<file path="src/rtl/hazard_scoreboard_if.sv">
// Handshake bundle between the ID stage and the hazard scoreboard.
// master drives the ID-stage request fields; slave is the scoreboard.
interface hazard_scoreboard_if #(
  parameter int REG_ADDR_W = 4,
  parameter int DEPTH      = 3
);
  localparam int SEL_W = $clog2(DEPTH + 1);

  logic                  forward_EN;
  logic                  id_valid;
  logic [REG_ADDR_W-1:0] src1_ID;
  logic [REG_ADDR_W-1:0] src2_ID;
  logic                  src1_used;
  logic                  src2_used;
  logic                  is_branch_ID;
  logic [REG_ADDR_W-1:0] dest_ID;
  logic                  wb_en_ID;
  logic                  mem_r_en_ID;
  logic                  mem_busy;
  logic                  flush;
  logic                  hazard_detected;
  logic [SEL_W-1:0]      fwd_sel1;
  logic [SEL_W-1:0]      fwd_sel2;
  logic [15:0]           stall_count;

  modport master (
    output forward_EN, id_valid, src1_ID, src2_ID, src1_used, src2_used,
           is_branch_ID, dest_ID, wb_en_ID, mem_r_en_ID, mem_busy, flush,
    input  hazard_detected, fwd_sel1, fwd_sel2, stall_count
  );

  modport slave (
    input  forward_EN, id_valid, src1_ID, src2_ID, src1_used, src2_used,
           is_branch_ID, dest_ID, wb_en_ID, mem_r_en_ID, mem_busy, flush,
    output hazard_detected, fwd_sel1, fwd_sel2, stall_count
  );
endinterface

</file>
<file path="src/rtl/hazard_scoreboard.sv">
// RAW hazard scoreboard: tracks in-flight writers after ID and decides
// stall vs. forward-source selection for the two ID source operands.
module hazard_scoreboard #(
  parameter int REG_ADDR_W   = 4,
  parameter int DEPTH        = 3,
  parameter int LOAD_FWD_IDX = 1,
  parameter bit ZERO_REG_HW  = 1'b1
) (
  input logic           clk,
  input logic           rst,
  hazard_scoreboard_if.slave sb
);
  localparam int SEL_W = $clog2(DEPTH + 1);
  localparam int IDX_W = $clog2(DEPTH);

  logic [DEPTH-1:0]      ent_valid;
  logic [DEPTH-1:0]      ent_wb;
  logic [DEPTH-1:0]      ent_load;
  logic [REG_ADDR_W-1:0] ent_dest [DEPTH];
  logic [15:0]           stall_cnt;

  logic [DEPTH-1:0] match1;
  logic [DEPTH-1:0] match2;
  logic [DEPTH-1:0] ready;
  logic             found1;
  logic             found2;
  logic [IDX_W-1:0] idx1;
  logic [IDX_W-1:0] idx2;
  logic             data_haz;
  logic             hazard;

  function automatic logic [15:0] sat_inc16(input logic [15:0] v);
    return (v == 16'hFFFF) ? v : v + 16'd1;
  endfunction

  always_comb begin
    match1 = '0;
    match2 = '0;
    ready  = '0;
    for (int i = 0; i < DEPTH; i++) begin
      match1[i] = sb.src1_used && sb.id_valid && ent_valid[i] && ent_wb[i] &&
                  (ent_dest[i] == sb.src1_ID) &&
                  !(ZERO_REG_HW && (sb.src1_ID == '0));
      match2[i] = sb.src2_used && sb.id_valid && ent_valid[i] && ent_wb[i] &&
                  (ent_dest[i] == sb.src2_ID) &&
                  !(ZERO_REG_HW && (sb.src2_ID == '0));
      // Branches resolve in ID, so they need their operand one stage later.
      if (sb.is_branch_ID)
        ready[i] = (!ent_load[i] && (i >= 1)) || (i >= LOAD_FWD_IDX + 1);
      else
        ready[i] = !ent_load[i] || (i >= LOAD_FWD_IDX);
    end
  end

  always_comb begin
    found1 = 1'b0;
    found2 = 1'b0;
    idx1   = '0;
    idx2   = '0;
    // Scan oldest to youngest so the youngest match is the one that sticks.
    for (int i = DEPTH - 1; i >= 0; i--) begin
      if (match1[i]) begin
        found1 = 1'b1;
        idx1   = IDX_W'(i);
      end
      if (match2[i]) begin
        found2 = 1'b1;
        idx2   = IDX_W'(i);
      end
    end
  end

  always_comb begin
    if (sb.forward_EN)
      data_haz = (found1 && !ready[idx1]) || (found2 && !ready[idx2]);
    else
      data_haz = (|match1) || (|match2);
    hazard = !rst && (sb.mem_busy || data_haz);
  end

  assign sb.hazard_detected = hazard;
  assign sb.fwd_sel1 = (sb.forward_EN && !hazard && found1) ?
                       SEL_W'(idx1) + SEL_W'(1) : '0;
  assign sb.fwd_sel2 = (sb.forward_EN && !hazard && found2) ?
                       SEL_W'(idx2) + SEL_W'(1) : '0;
  assign sb.stall_count = stall_cnt;

  // Control state: entry valid bits and the stall counter.
  always_ff @(posedge clk or posedge rst) begin
    if (rst) begin
      ent_valid <= '0;
      stall_cnt <= '0;
    end else if (!sb.mem_busy) begin
      ent_valid <= {ent_valid[DEPTH-2:0], sb.id_valid && !hazard && !sb.flush};
      if (hazard)
        stall_cnt <= sat_inc16(stall_cnt);
    end
  end

  // Payload fields: qualified by ent_valid, so they advance without reset.
  always_ff @(posedge clk) begin
    if (!sb.mem_busy) begin
      ent_wb      <= {ent_wb[DEPTH-2:0], sb.wb_en_ID};
      ent_load    <= {ent_load[DEPTH-2:0], sb.mem_r_en_ID};
      ent_dest[0] <= sb.dest_ID;
      for (int i = 1; i < DEPTH; i++)
        ent_dest[i] <= ent_dest[i-1];
    end
  end
endmodule

</file>
<file path="src/flat_wrapper.sv">
// flat-port wrapper written by rule: the top's interface ports become plain ports
module hazard_scoreboard_flat 
#(
  parameter int REG_ADDR_W   = 4,
  parameter int DEPTH        = 3,
  parameter int LOAD_FWD_IDX = 1,
  parameter bit ZERO_REG_HW  = 1'b1
)
  (clk, rst, sb_forward_EN, sb_id_valid, sb_src1_ID, sb_src2_ID, sb_src1_used, sb_src2_used, sb_is_branch_ID, sb_dest_ID, sb_wb_en_ID, sb_mem_r_en_ID, sb_mem_busy, sb_flush, sb_hazard_detected, sb_fwd_sel1, sb_fwd_sel2, sb_stall_count);
  hazard_scoreboard_if #(.REG_ADDR_W(REG_ADDR_W), .DEPTH(DEPTH)) sb_i ();
  input logic clk;
  input logic rst;
  input wire logic [$bits(sb_i.forward_EN)-1:0] sb_forward_EN;
  input wire logic [$bits(sb_i.id_valid)-1:0] sb_id_valid;
  input wire logic [$bits(sb_i.src1_ID)-1:0] sb_src1_ID;
  input wire logic [$bits(sb_i.src2_ID)-1:0] sb_src2_ID;
  input wire logic [$bits(sb_i.src1_used)-1:0] sb_src1_used;
  input wire logic [$bits(sb_i.src2_used)-1:0] sb_src2_used;
  input wire logic [$bits(sb_i.is_branch_ID)-1:0] sb_is_branch_ID;
  input wire logic [$bits(sb_i.dest_ID)-1:0] sb_dest_ID;
  input wire logic [$bits(sb_i.wb_en_ID)-1:0] sb_wb_en_ID;
  input wire logic [$bits(sb_i.mem_r_en_ID)-1:0] sb_mem_r_en_ID;
  input wire logic [$bits(sb_i.mem_busy)-1:0] sb_mem_busy;
  input wire logic [$bits(sb_i.flush)-1:0] sb_flush;
  output wire logic [$bits(sb_i.hazard_detected)-1:0] sb_hazard_detected;
  output wire logic [$bits(sb_i.fwd_sel1)-1:0] sb_fwd_sel1;
  output wire logic [$bits(sb_i.fwd_sel2)-1:0] sb_fwd_sel2;
  output wire logic [$bits(sb_i.stall_count)-1:0] sb_stall_count;
  assign sb_i.forward_EN = sb_forward_EN;
  assign sb_i.id_valid = sb_id_valid;
  assign sb_i.src1_ID = sb_src1_ID;
  assign sb_i.src2_ID = sb_src2_ID;
  assign sb_i.src1_used = sb_src1_used;
  assign sb_i.src2_used = sb_src2_used;
  assign sb_i.is_branch_ID = sb_is_branch_ID;
  assign sb_i.dest_ID = sb_dest_ID;
  assign sb_i.wb_en_ID = sb_wb_en_ID;
  assign sb_i.mem_r_en_ID = sb_mem_r_en_ID;
  assign sb_i.mem_busy = sb_mem_busy;
  assign sb_i.flush = sb_flush;
  assign sb_hazard_detected = sb_i.hazard_detected;
  assign sb_fwd_sel1 = sb_i.fwd_sel1;
  assign sb_fwd_sel2 = sb_i.fwd_sel2;
  assign sb_stall_count = sb_i.stall_count;
  hazard_scoreboard #(.REG_ADDR_W(REG_ADDR_W), .DEPTH(DEPTH), .LOAD_FWD_IDX(LOAD_FWD_IDX), .ZERO_REG_HW(ZERO_REG_HW)) u_core (.clk(clk), .rst(rst), .sb(sb_i));
endmodule
</file>
<file path="config.mk">
export PLATFORM = sky130hd
export DESIGN_NAME = hazard_scoreboard_flat
export DESIGN_NICKNAME = d
export VERILOG_FILES = /design/src/rtl/hazard_scoreboard_if.sv /design/src/rtl/hazard_scoreboard.sv /design/src/flat_wrapper.sv
export SDC_FILE = /design/constraint.sdc
export NUM_CORES = 1
export LEC_CHECK = 0
export CAP_MARGIN = 20
export CORE_UTILIZATION = 35
export CTS_BUF_LIST = sky130_fd_sc_hd__clkbuf_2
export DETAILED_ROUTE_END_ITERATION = 8
export PLACE_DENSITY = 0.72
export SETUP_SLACK_MARGIN = 0.05
export SLEW_MARGIN = 20
export SYNTH_ARGS = -nofsm -noshare
export SYNTH_HDL_FRONTEND = slang
export SYNTH_SLANG_ARGS = --single-unit
</file>
<file path="constraint.sdc">
create_clock -name clk -period 2.3 [get_ports clk]
set_clock_uncertainty 0.05 [all_clocks]
set_input_delay 0.46 -clock clk [delete_from_list [all_inputs] [get_ports clk]]
set_output_delay 0.46 -clock clk [all_outputs]
set_load 0.02 [all_outputs]
</file>
# Word level (Yosys, flattened, before mapping)
# Memory sizes are Yosys's and may differ from the RTL's.
# Cells that the tools add are included.
# W data, S select, Z words.
dict set report totals {
  ff_bits 24
  ramBits 12
  input_bits 23
  out_inout_bits 21
  word_cells 92
  mem_count 1
}
dict set report classes {
  add_sub_neg 3
  n_lt_le_gt_ge 2
  eq_ne 7
  n_mux 22
  n_bitwise 2
  reduce_logical 51
}
# name depth width read_ports rd_clocked_by_memory_dff wr line
set memory_table {}
lappend memory_table {u_core.ent_dest 3 4 3 0 3 hazard_scoreboard.sv:19} ;# logic [REG_ADDR_W-1:0] ent_dest [DEPTH];
# op count
set ops {}
lappend ops {{$logic_and A1 B1 Y1} 34}
lappend ops {{$eq A4 B4 Y1} 6}
lappend ops {{$add A16 B1 Y16 const B} 1}
lappend ops {{$eq A16 B16 Y1 const B} 1}
lappend ops {{$mux W2} 8}
lappend ops {{$mux W1} 12}
lappend ops {{$logic_not A1 Y1} 9}
lappend ops {{$logic_not A4 Y1} 2}
lappend ops {{$lt A2 B3 Y1 const B} 2}
lappend ops {{$reduce_or A3 Y1} 2}
lappend ops {{$add A2 B1 Y2 const B} 2}
lappend ops {{$bmux W1 S2} 2}
lappend ops {{$logic_or A1 B1 Y1} 3}
lappend ops {{$reduce_and A3 Y1} 1}
lappend ops {{$not A1 Y1} 2}

# Depth between registers and ports, before layout
# Gate-level depths: netlist (run 1).
dict set report depth {
  ltp_word 20
  mapped_depth 9
}

# Least setup slack after synthesis (run 1)
# Ideal clock, no wire load.
dict set report synth_timing {
  kind {input-to-output}
  from {in sb_src2_ID[0]}
  to {out sb_fwd_sel1[1]}
  t_arrival_ns 2.158
  path_slack_ns -0.368
  stages 8
  path_buffers 0
  path_cell_list {nor4_1 > nor2_1 > a22oi_1 > o211ai_1 > a22o_1 > nor2_1 > o21ai_0 > nor3b_1}
}
dict set report synth_via {
  elab_chain_cells 18
}
# item line
set synth_lines {}
lappend synth_lines {{start: declaration} flat_wrapper.sv:16} ;# input wire logic [$bits(sb_i.src2_ID)-1:0] sb_src2_ID;
lappend synth_lines {{$eq A4 B4 Y1 / $logic_not A4 Y1 (equally long branches)} {hazard_scoreboard.sv:45, hazard_scoreboard.sv:46}}
lappend synth_lines {{$logic_and A1 B1 Y1 / $logic_not A1 Y1 (equally long branches)} {hazard_scoreboard.sv:44, hazard_scoreboard.sv:46}}
lappend synth_lines {{$logic_and A1 B1 Y1} hazard_scoreboard.sv:45} ;# (ent_dest[i] == sb.src2_ID) &&
lappend synth_lines {{$mux W2 (3 in series)} hazard_scoreboard.sv:66} ;# if (match2[i]) begin
lappend synth_lines {{$bmux W1 S2} hazard_scoreboard.sv:75} ;# data_haz = (found1 && !ready[idx1]) || (found2 && !ready[idx2]);
lappend synth_lines {{$mux W1 (not written as such)} hazard_scoreboard.sv:75}
lappend synth_lines {{$logic_not A1 Y1} hazard_scoreboard.sv:75}
lappend synth_lines {{$logic_and A1 B1 Y1} hazard_scoreboard.sv:75}
lappend synth_lines {{$logic_or A1 B1 Y1} hazard_scoreboard.sv:75}
lappend synth_lines {{$mux W1 *} hazard_scoreboard.sv:74} ;# if (sb.forward_EN)
lappend synth_lines {{$logic_or A1 B1 Y1 *} hazard_scoreboard.sv:78} ;# hazard = !rst && (sb.mem_busy || data_haz);
lappend synth_lines {{$logic_and A1 B1 Y1 *} hazard_scoreboard.sv:78}
lappend synth_lines {{$logic_not A1 Y1 *} hazard_scoreboard.sv:82} ;# assign sb.fwd_sel1 = (sb.forward_EN && !hazard && found1) ?
lappend synth_lines {{$logic_and A1 B1 Y1 * (2 in series)} hazard_scoreboard.sv:82}
lappend synth_lines {{$mux W2 *} hazard_scoreboard.sv:82}
lappend synth_lines {{end: declaration} flat_wrapper.sv:26} ;# output wire logic [$bits(sb_i.fwd_sel1)-1:0] sb_fwd_sel1;
# Mark *: on every way between the ends. The rest lies on a longest branch, timed or not. The select of a mux whose other input is x is not followed.

==> results_dict.tcl, run 1 <==
set metrics [dict create \
    reg2reg_to "u_core.sb.stall_count[13]$_DFFE_PP0P_" \
    syn_to_final_growth_pct 59.1 \
    sequentialPowerShare_pct 58.6 \
    syn_area_um2 1870 \
    overflow 0 \
    whs_path_depth 0 \
    final_cell_mix "buf_4, clkdlybuf4s50_1, xor2_1, dfrtp_1, edfxtp_1" \
    viasPerCell 4.90 \
    clk_pin_slew_worst_paths_ns 0.18 \
    synthCells 161 \
    cts_tree "built" \
    min_path_type "reg2reg" \
    antennaDiodeCount 0 \
    ys_ff_latch 36 \
    swShare_pct 27.9 \
    wl_per_cell_um 15.2 \
    drt_iter0_markers 87 \
    cts_buffer_depth 2 \
    worst_ep_required_time_ns 1.79 \
    antenna_found_initial 0 \
    layout_commonest_cell "buf_4" \
    ys_warn_count 0 \
    synth_top_cells_by_area "edfxtp_1, dfrtp_1, xor2_1" \
    io_buffers 43 \
    gp_congestion 0.885 \
    fill_cells 465 \
    reg2reg_slack_ns -0.40 \
    path_max_fanout 3 \
    die_x_um 75.2 \
    fin_crit_ns 3.03 \
    final_util_pct 58.0 \
    critPathCaptureType "output port" \
    switchingPower_uw 357 \
    cts.sinks 36 \
    run_status "finished with violations" \
    finalCritPeriodShare_pct 132 \
    synth_fp_nets 185 \
    die_y_um 75.2 \
    grt_first_pass_wirelength_um 7700 \
    first_pass_iters 4 \
    drv_cap 0 \
    cts_root_buffer "clkbuf_2" \
    cts_buffers 5 \
    hpwlAfterDp_um 3400 \
    drc 0 \
    p_total_uw 1280 \
    grt_util_all_layers_pct 18.4 \
    worst_pin_slew_ns 0.560 \
    drive_gt1_share_pct 38.8 \
    yosysTopAreaCellShare_pct 27.3 \
    nNetsFinal 281 \
    drt-total-wl_um 5000 \
    htree_num_levels 2 \
    yosysSeqAreaShare_pct 52.6 \
    initial_core_util_pct 36.4 \
    synth_largest_area_cell "edfxtp_1" \
    rr_startpoint "u_core.ent_dest[0][6]$_DFFE_PN_" \
    ff2ff_path_depth 11 \
    dp_cells 303 \
    slew_viol_final 0 \
    slew-limit-headroom_pct 62.2 \
    ant_nets 0 \
    hold_violations 0 \
    design.die.area_um2 5650 \
    clk_latency_ns 0.39 \
    hp-start "u_core.ent_wb[0]$_DFFE_PN_" \
    critPathArrivalTime_ns 2.52 \
    num_rows 26 \
    start_kind "register" \
    powerDensity_nw_per_um2 430 \
    layout.cells.non_filler 328 \
    whs_endpoint "u_core.ent_wb[1]$_DFFE_PN_" \
    p_leak_uw 0.00126 \
    synth.distinct_cells 32 \
    intPower_uw 922 \
    ios 44 \
    place_ws_ns -1.17 \
    core_um2 5140 \
    avgSynthCellArea_um2 11.6 \
    ir_worst_vdd_uv 244 \
    combPwrFrac_pct 18.7 \
    rsz0062_at_grt "true" \
    fmax_mhz 330 \
    path_class "reg2out" \
    grt_max_degree 20 \
    finalSetupViolCount 22 \
    final.setup.worst_slack_ns -0.734 \
    violations "negative setup slack" \
    grt_pass1_vias 1589 \
    p_clk_share_pct 22.7 \
    routed-via-count 1608 \
]
-- cell type report --
cell class | count | area [um^2] | area share, %
clock buffers | 6 | 30.0 | 1.01
clock inverters | 2 | 11.3 | 0.378
inverters | 4 | 15.0 | 0.504
multi-input cells | 120 | 1050 | 35.2
flip-flops and latches | 36 | 986 | 33.1
well taps | 70 | 87.6 | 2.94
repair buffers | 90 | 801 | 26.9
-- registers in the layout (all words and copies together) (netlist names) --
name / flops
u_core.ent_valid: 3
u_core.ent_dest: 12
u_core.ent_wb: 3
u_core.sb.stall_count: 16
u_core.ent_load: 2
-- per-stage QoR --
stage          hold WS (ns)  setup TNS [ns]  area [um^2]
2_1_floorplan         0.377          -0.265         1930
3_3_place_gp          0.389          -16.60         2660
3_5_place_dp          0.397          -17.50         2660
4_1_cts               0.436           -4.28         2810
5_1_grt               0.484          -12.45         2980
6_report              0.422           -8.48         2980
-- cells in the mapped netlist --
cell	instances
xor2_1	29
dfrtp_1	19
edfxtp_1	17
nor2_1	15
nand3_1	10
xnor2_1	10
nand2_1	9
nor4_1	6
nor4_2	5
and3_1	4
inv_1	4
nand4_1	4
nor3_1	4
a21oi_1	2
mux2_2	2
nand3b_1	2
nor3b_1	2
o21ai_0	2
o21ai_1	2
a22o_1	1
a22oi_1	1
a32o_1	1
a41oi_1	1
a41oi_2	1
and4_1	1
buf_6	1
clkbuf_1	1
ha_1	1
mux2_1	1
nor3_2	1
o211ai_1	1
o211ai_4	1
-- routing by layer --
| layer | vias to the layer above | share of wire [%] | track usage (%) |
|---|---|---|---|
| li1 | 775 | - | - |
| met1 | 787 | 44 | 25.2 |
| met2 | 36 | 50 | 29.7 |
| met3 | 10 | 3.9 | 3.35 |
| met4 | 0 | 1.6 | 5.97 |
| met5 | - | 0 | 0 |
-- how the worst max path moves through the flow --
stage,to,slack [ns],start
6_report,sb_fwd_sel1[1],-0.73,u_core.ent_dest[0][6]$_DFFE_PN_
5_1_grt,sb_fwd_sel2[1],-0.92,u_core.ent_dest[0][4]$_DFFE_PN_
4_1_cts,sb_fwd_sel2[1],-0.70,u_core.ent_dest[0][7]$_DFFE_PN_
3_5_place_dp,sb_fwd_sel1[1],-1.17,sb_src1_ID[0]
3_3_place_gp,sb_fwd_sel1[1],-1.08,sb_src1_ID[0]
2_1_floorplan,sb_fwd_sel1[1],-0.10,sb_src2_ID[0]
-- cell families (layout without fill, tap and decap cells) --
logic type / Yosys count / count (layout) / synth area share, %
simple gates: 63 / 63 / 19.2
xor+xnor: 39 / 39 / 18.2
flops: 36 / 36 / 52.6
compound gates: 13 / 14 / 5.88
buf+inv: 6 / 102 / 1.60
mux: 3 / 3 / 1.80
fa+ha+maj: 1 / 1 / 0.668
-- repair_timing --
action | 4_1_cts | 5_1_grt
buffers inserted | 8 | 10
hold buffers | 0 | 0
endpoints found under the setup margin | 22 | 22
pin swaps | 23 | 16
hold endpoints to repair | 0 | 0
gates resized for setup | 50 | 23
gates cloned | 1 | 0
-- critical path: stages, from the launching register on --
cell and delay (ns):
edfxtp_1 0.47, xor2_1 0.19, nor4_2 0.36, a22oi_1 0.15, o211ai_1 0.22, a22o_1 0.22
nor2_1 0.06, o21ai_2 0.15, buf_4 0.14, nor3b_2 0.03, buf_4 0.15
-- power groups by stage --
stage / sequential (uW) / combinational, uW / clock [uW]
6_report: 750 / 239 / 290
5_1_grt: 755 / 257 / 322
2_1_floorplan: 762 / 80.5 / 0
3_5_place_dp: 762 / 208 / 0
4_1_cts: 748 / 223 / 298
3_3_place_gp: 761 / 204 / 0
No activity file was read; power rests on OpenSTA's default activity.
==> run 2: changes to the inputs <==
--- a/config.mk
+++ b/config.mk
@@ -6,10 +6,10 @@
 export NUM_CORES = 1
 export LEC_CHECK = 0
 export CAP_MARGIN = 20
-export CORE_UTILIZATION = 35
+export CORE_UTILIZATION = 46
 export CTS_BUF_LIST = sky130_fd_sc_hd__clkbuf_2
 export DETAILED_ROUTE_END_ITERATION = 8
-export PLACE_DENSITY = 0.72
+export PLACE_DENSITY = 0.88
 export SETUP_SLACK_MARGIN = 0.05
 export SLEW_MARGIN = 20
 export SYNTH_ARGS = -nofsm -noshare
==> run 2 against run 1 <==
Net effect: the flow still finishes with violations (negative setup slack); core utilization increased by 20 points; critical path type unchanged; largest power group unchanged; total power decreased by 1.6%; final cell count decreased by 9.5%; worst setup slack improved by 0.067 ns; combinational power decreased by 5%; cell area decreased by 1.9%; non-clock buffer count decreased by 8.
==> results_dict.tcl, run 2 (same netlist as run 1, synthesis figures left out) <==
set metrics [dict create \
    core_um2 3770 \
    ir_worst_vdd_uv 335 \
    swShare_pct 27.2 \
    fill_cells 223 \
    antennaDiodeCount 0 \
    rsz0062_at_grt "true" \
    place_ws_ns -1.15 \
    viasPerCell 5.42 \
    p_leak_uw 0.00130 \
    drive_gt1_share_pct 36.9 \
    final.setup.worst_slack_ns -0.667 \
    worst_pin_slew_ns 0.504 \
    p_clk_share_pct 22.3 \
    path_max_fanout 4 \
    drc 0 \
    start_kind "register" \
    first_pass_iters 4 \
    final_util_pct 77.5 \
    grt_max_degree 21 \
    worst_ep_required_time_ns 1.79 \
    nNetsFinal 272 \
    run_status "finished with violations" \
    powerDensity_nw_per_um2 431 \
    final_cell_mix "buf_4, clkdlybuf4s50_1, xor2_1, dfrtp_1, edfxtp_1" \
    hold_violations 0 \
    finalSetupViolCount 21 \
    ant_nets 0 \
    grt_pass1_vias 1643 \
    clk_pin_slew_worst_paths_ns 0.18 \
    hpwlAfterDp_um 3320 \
    antenna_found_initial 0 \
    gp_congestion 0.937 \
    layout.cells.non_filler 297 \
    critPathCaptureType "output port" \
    ios 44 \
    critPathArrivalTime_ns 2.46 \
    drt_iter0_markers 62 \
    wl_per_cell_um 17.6 \
    drt-total-wl_um 5230 \
    violations "negative setup slack" \
    drv_cap 0 \
    finish.instance_area_um2 2920 \
    placed_area_um2 2620 \
    slew-limit-headroom_pct 66.3 \
    finalCritPeriodShare_pct 129 \
    switchingPower_uw 343 \
    cts.sinks 36 \
    cts_buffer_depth 2 \
    grt_util_all_layers_pct 27.0 \
    slew_viol_final 0 \
    dp_cells 279 \
    design.die.area_um2 4330 \
    io_buffers 43 \
    layout_commonest_cell "buf_4" \
    syn_to_final_growth_pct 56.0 \
    routed-via-count 1610 \
    intPower_uw 917 \
    min_path_type "reg2reg" \
    cts_tree "built" \
    die_y_um 65.8 \
    combPwrFrac_pct 18.1 \
    path_class "reg2out" \
    fin_crit_ns 2.97 \
    initial_core_util_pct 49.7 \
    fmax_mhz 337 \
    clk_latency_ns 0.38 \
    htree_num_levels 2 \
    largest_register_ffs 16 \
    cts_root_buffer "clkbuf_2" \
    cts_buffers 5 \
    sequentialPowerShare_pct 59.6 \
    num_rows 22 \
    grt_first_pass_wirelength_um 8420 \
    overflow 0 \
    fin_tns_setup_ns -6.47 \
    die_x_um 65.8 \
]
## run 2: cell types whose count changed in the layout (fill, tap and decap cells not counted), moves of 3 or more
| cell | change |
|---|---|
| nor3_4 | +4 |
| buf_4 | -4 |
| buf_6 | -7 |
| nor2_4 | +4 |
| nor3_2 | -4 |
| clkbuf_2 | +3 |
## run 2: worst max-delay path, stage by stage, from the launching register on
cell	delay (ns)
edfxtp_1	0.50
xor2_1	0.19
nor4_2	0.33
a22oi_1	0.14
o211ai_1	0.19
a22o_1	0.17
nor2_1	0.06
o21ai_2	0.19
buf_4	0.15
nor3b_2	0.03
buf_4	0.15
## run 2: worst paths after layout
kind,from,end,slack [ns],cells past startpoint
max in group asynchronous,rst,u_core.sb.stall_count[0]$_DFFE_PP0P_,1.35,4
setup / recovery,u_core.ent_dest[0][7]$_DFFE_PN_,sb_fwd_sel2[1],-0.67,10
hold / removal,u_core.ent_wb[0]$_DFFE_PN_,u_core.ent_wb[1]$_DFFE_PN_,0.41,0
min in group asynchronous,rst,u_core.ent_valid[2]$_DFFE_PP0N_,0.62,4
setup reg to reg,u_core.ent_dest[0][6]$_DFFE_PN_,u_core.sb.stall_count[14]$_DFFE_PP0P_,-0.26,11
hold reg to reg,u_core.ent_wb[0]$_DFFE_PN_,u_core.ent_wb[1]$_DFFE_PN_,0.41,0
## run 2: cell type report
type | instances | area (um^2) | area share [%]
multi-input cells | 119 | 1090 | 37.3
flip-flops and latches | 36 | 986 | 33.7
repair buffers | 82 | 732 | 25.1
well taps | 48 | 60.1 | 2.06
clock buffers | 7 | 35.0 | 1.20
inverters | 4 | 15.0 | 0.514
clock inverters | 1 | 3.75 | 0.128
## run 2: routing by layer
metal,wire length [um],GRT usage [%]
met1,2230,35.4
met2,2550,43.5
met3,252,5.00
met4,197,11.4
met5,0,0
## run 2: timing repair
item	CTS	global route
hold buffers	0	0
gates resized for setup	72	8
cloned	1	0
pin swaps	30	16
setup endpoints to repair	22	22
buffers inserted	7	4
## run 2: through the flow
stage	total power (uW)	hold slack (ns)
final	1260	0.411
after global routing	1310	0.446
after CTS	1250	0.423
after detailed placement	968	0.393
after global placement	960	0.385
after floorplan	842	0.377
## run 2: power groups by stage
| stage | clock network, uW | logic (uW) | registers [uW] |
|---|---|---|---|
| 2_1_floorplan | 0 | 80.5 | 762 |
| 3_5_place_dp | 0 | 205 | 763 |
| 5_1_grt | 316 | 244 | 755 |
| 4_1_cts | 283 | 218 | 749 |
| 6_report | 281 | 228 | 751 |
| 3_3_place_gp | 0 | 200 | 760 |
==> run 3: changes to the inputs <==
==> constraint.sdc (replaced) <==
create_clock -name clk -period 2.4 [get_ports clk]
set_clock_uncertainty 0.05 [all_clocks]
set_input_delay 0.48 -clock clk [delete_from_list [all_inputs] [get_ports clk]]
set_output_delay 0.48 -clock clk [all_outputs]
set_load 0.02 [all_outputs]
==> run 3 against run 2 <==
Net effect: the run still ends with negative setup slack left; critical path depth shrank 1; routed wire length up 16%; non-clock buffer count rose by 3; worst hold slack better by 0.033 ns; first-iteration DRC count is 120% higher; via count is 8.3% higher; worst setup slack improved by 0.017 ns; combinational power down 7%; cell area is 0.30% higher; largest cell class unchanged; highest routed layer unchanged.
==> results_dict.tcl, run 3 (same netlist as run 1, synthesis figures left out) <==
set metrics [dict create \
    swShare_pct 29.2 \
    combPwrFrac_pct 17.3 \
    cts.sinks 36 \
    finalCritPeriodShare_pct 127 \
    syn_to_final_growth_pct 56.4 \
    max_stage_delay_ns 0.51 \
    fmax_mhz 328 \
    overflow 0 \
    critPathArrivalTime_ns 2.52 \
    drive_gt1_share_pct 37.7 \
    gp_congestion 0.926 \
    drt_iter0_markers 134 \
    critPathCaptureType "output port" \
    reg2reg_slack_ns -0.27 \
    drt-total-wl_um 6080 \
    ir_worst_vdd_uv 438 \
    switchingPower_uw 359 \
    hold_buffers 0 \
    path_class "reg2out" \
    design.die.area_um2 4330 \
    rsz0062_at_grt "true" \
    slew-limit-headroom_pct 66.9 \
    fin_tns_setup_ns -6.60 \
    crit_path_top_delay_cell "edfxtp_1" \
    final_util_pct 77.7 \
    slew_viol_final 0 \
    start_kind "register" \
    sequentialPowerShare_pct 58.7 \
    first_pass_iters 6 \
    drv_cap 0 \
    run_status "finished with violations" \
    cts_buffers 5 \
    cts_tree "built" \
    hold_violations 0 \
    fin_crit_ns 3.05 \
    drc 0 \
    die_x_um 65.8 \
    viasPerCell 5.81 \
    min_path_type "reg2reg" \
    final_cell_mix "buf_4, clkdlybuf4s50_1, xor2_1, dfrtp_1, edfxtp_1" \
    num_rows 22 \
    htree_num_levels 2 \
    hpwlAfterDp_um 3340 \
    largest_register_ffs 16 \
    clk_pin_slew_worst_paths_ns 0.19 \
    p_clk_share_pct 23.9 \
    grt_max_degree 21 \
    path_max_fanout 4 \
    grt_pass1_vias 1642 \
    antennaDiodeCount 0 \
    layout_commonest_cell "buf_4" \
    p_total_uw 1230 \
    final.setup.worst_slack_ns -0.650 \
    io_buffers 43 \
    routed-via-count 1743 \
    ant_nets 0 \
    grt_first_pass_wirelength_um 7980 \
    antenna_found_initial 0 \
    finalSetupViolCount 22 \
    clk_latency_ns 0.42 \
    worst_ep_required_time_ns 1.87 \
    nNetsFinal 275 \
    p_leak_uw 0.00130 \
    ios 44 \
    grt_util_all_layers_pct 25.2 \
    core_um2 3770 \
    cts_root_buffer "clkbuf_2" \
    place_ws_ns -1.13 \
    intPower_uw 872 \
    cts_buffer_depth 2 \
    worst_pin_slew_ns 0.495 \
    violations "negative setup slack" \
    initial_core_util_pct 49.7 \
    die_y_um 65.8 \
    wl_per_cell_um 20.3 \
    powerDensity_nw_per_um2 420 \
    cp_cell_sequence "xor2_1 -> nor4_2 -> a22oi_1 -> o211ai_1 -> a22o_1 -> nor2_2 -> o21ai_4 -> nor3b_2 -> buf_4" \
]
-- run 3: cell type report --
type,count,area [um^2]
multi-input combinational,119,1080
sequential,36,986
fill,229,841
timing repair buffer,85,753
tap,48,60.1
clock buffer,7,35.0
inverter,4,15.0
clock inverter,1,5.00
-- run 3: what timing repair did --
action                     4_1_cts  5_1_grt
pin swaps                       21       30
setup buffers                    8       10
setup endpoints to repair       22       21
resized for setup               53       30
-- run 3: final timing paths --
path                                                 startpoint                                    end  cells after the start
worst max-delay path            u_core.ent_dest[0][7]$_DFFE_PN_                         sb_fwd_sel1[1]                      9
worst max register to register  u_core.ent_dest[0][5]$_DFFE_PN_  u_core.sb.stall_count[15]$_DFFE_PP0P_                     11
worst min register to register     u_core.ent_load[0]$_DFFE_PN_           u_core.ent_load[1]$_DFFE_PN_                      0
max in group asynchronous                                   rst   u_core.sb.stall_count[4]$_DFFE_PP0P_                      4
worst min-delay path               u_core.ent_load[0]$_DFFE_PN_           u_core.ent_load[1]$_DFFE_PN_                      0
min in group asynchronous                                   rst  u_core.sb.stall_count[11]$_DFFE_PP0P_                      4
-- run 3: routing by layer --
metal	part of all wire, %	GRT usage, %	vias to the layer above
li1	-	-	764
met1	40	31.2	853
met2	49	40.3	99
met3	6.7	6.38	27
met4	4.2	13.0	0
met5	0	0	-
-- run 3: power by group through the flow --
stage / Sequential, uW / Clock [uW] / Combinational (uW)
finish: 723 / 295 / 213
floorplan: 730 / 0 / 75.9
CTS: 717 / 281 / 192
global placement: 729 / 0 / 184
detailed placement: 730 / 0 / 189
global route: 726 / 318 / 227
-- run 3: worst max-delay path, delay by kind of cell, from the launching register on --
kind            cells  cell delay [ns]
simple gates        3             0.48
compound gates      4             0.82
flops               1             0.51
buf+inv             1             0.16
xor+xnor            1             0.19
-- run 3: through the flow --
stage / cells / cell area (um^2) / hold slack, ns
2_1_floorplan: 161 / 1910 / 0.377
3_3_place_gp: 278 / 2590 / 0.392
3_5_place_dp: 278 / 2590 / 0.400
4_1_cts: 292 / 2740 / 0.437
5_1_grt: 300 / 2930 / 0.480
6_report: 300 / 2930 / 0.444
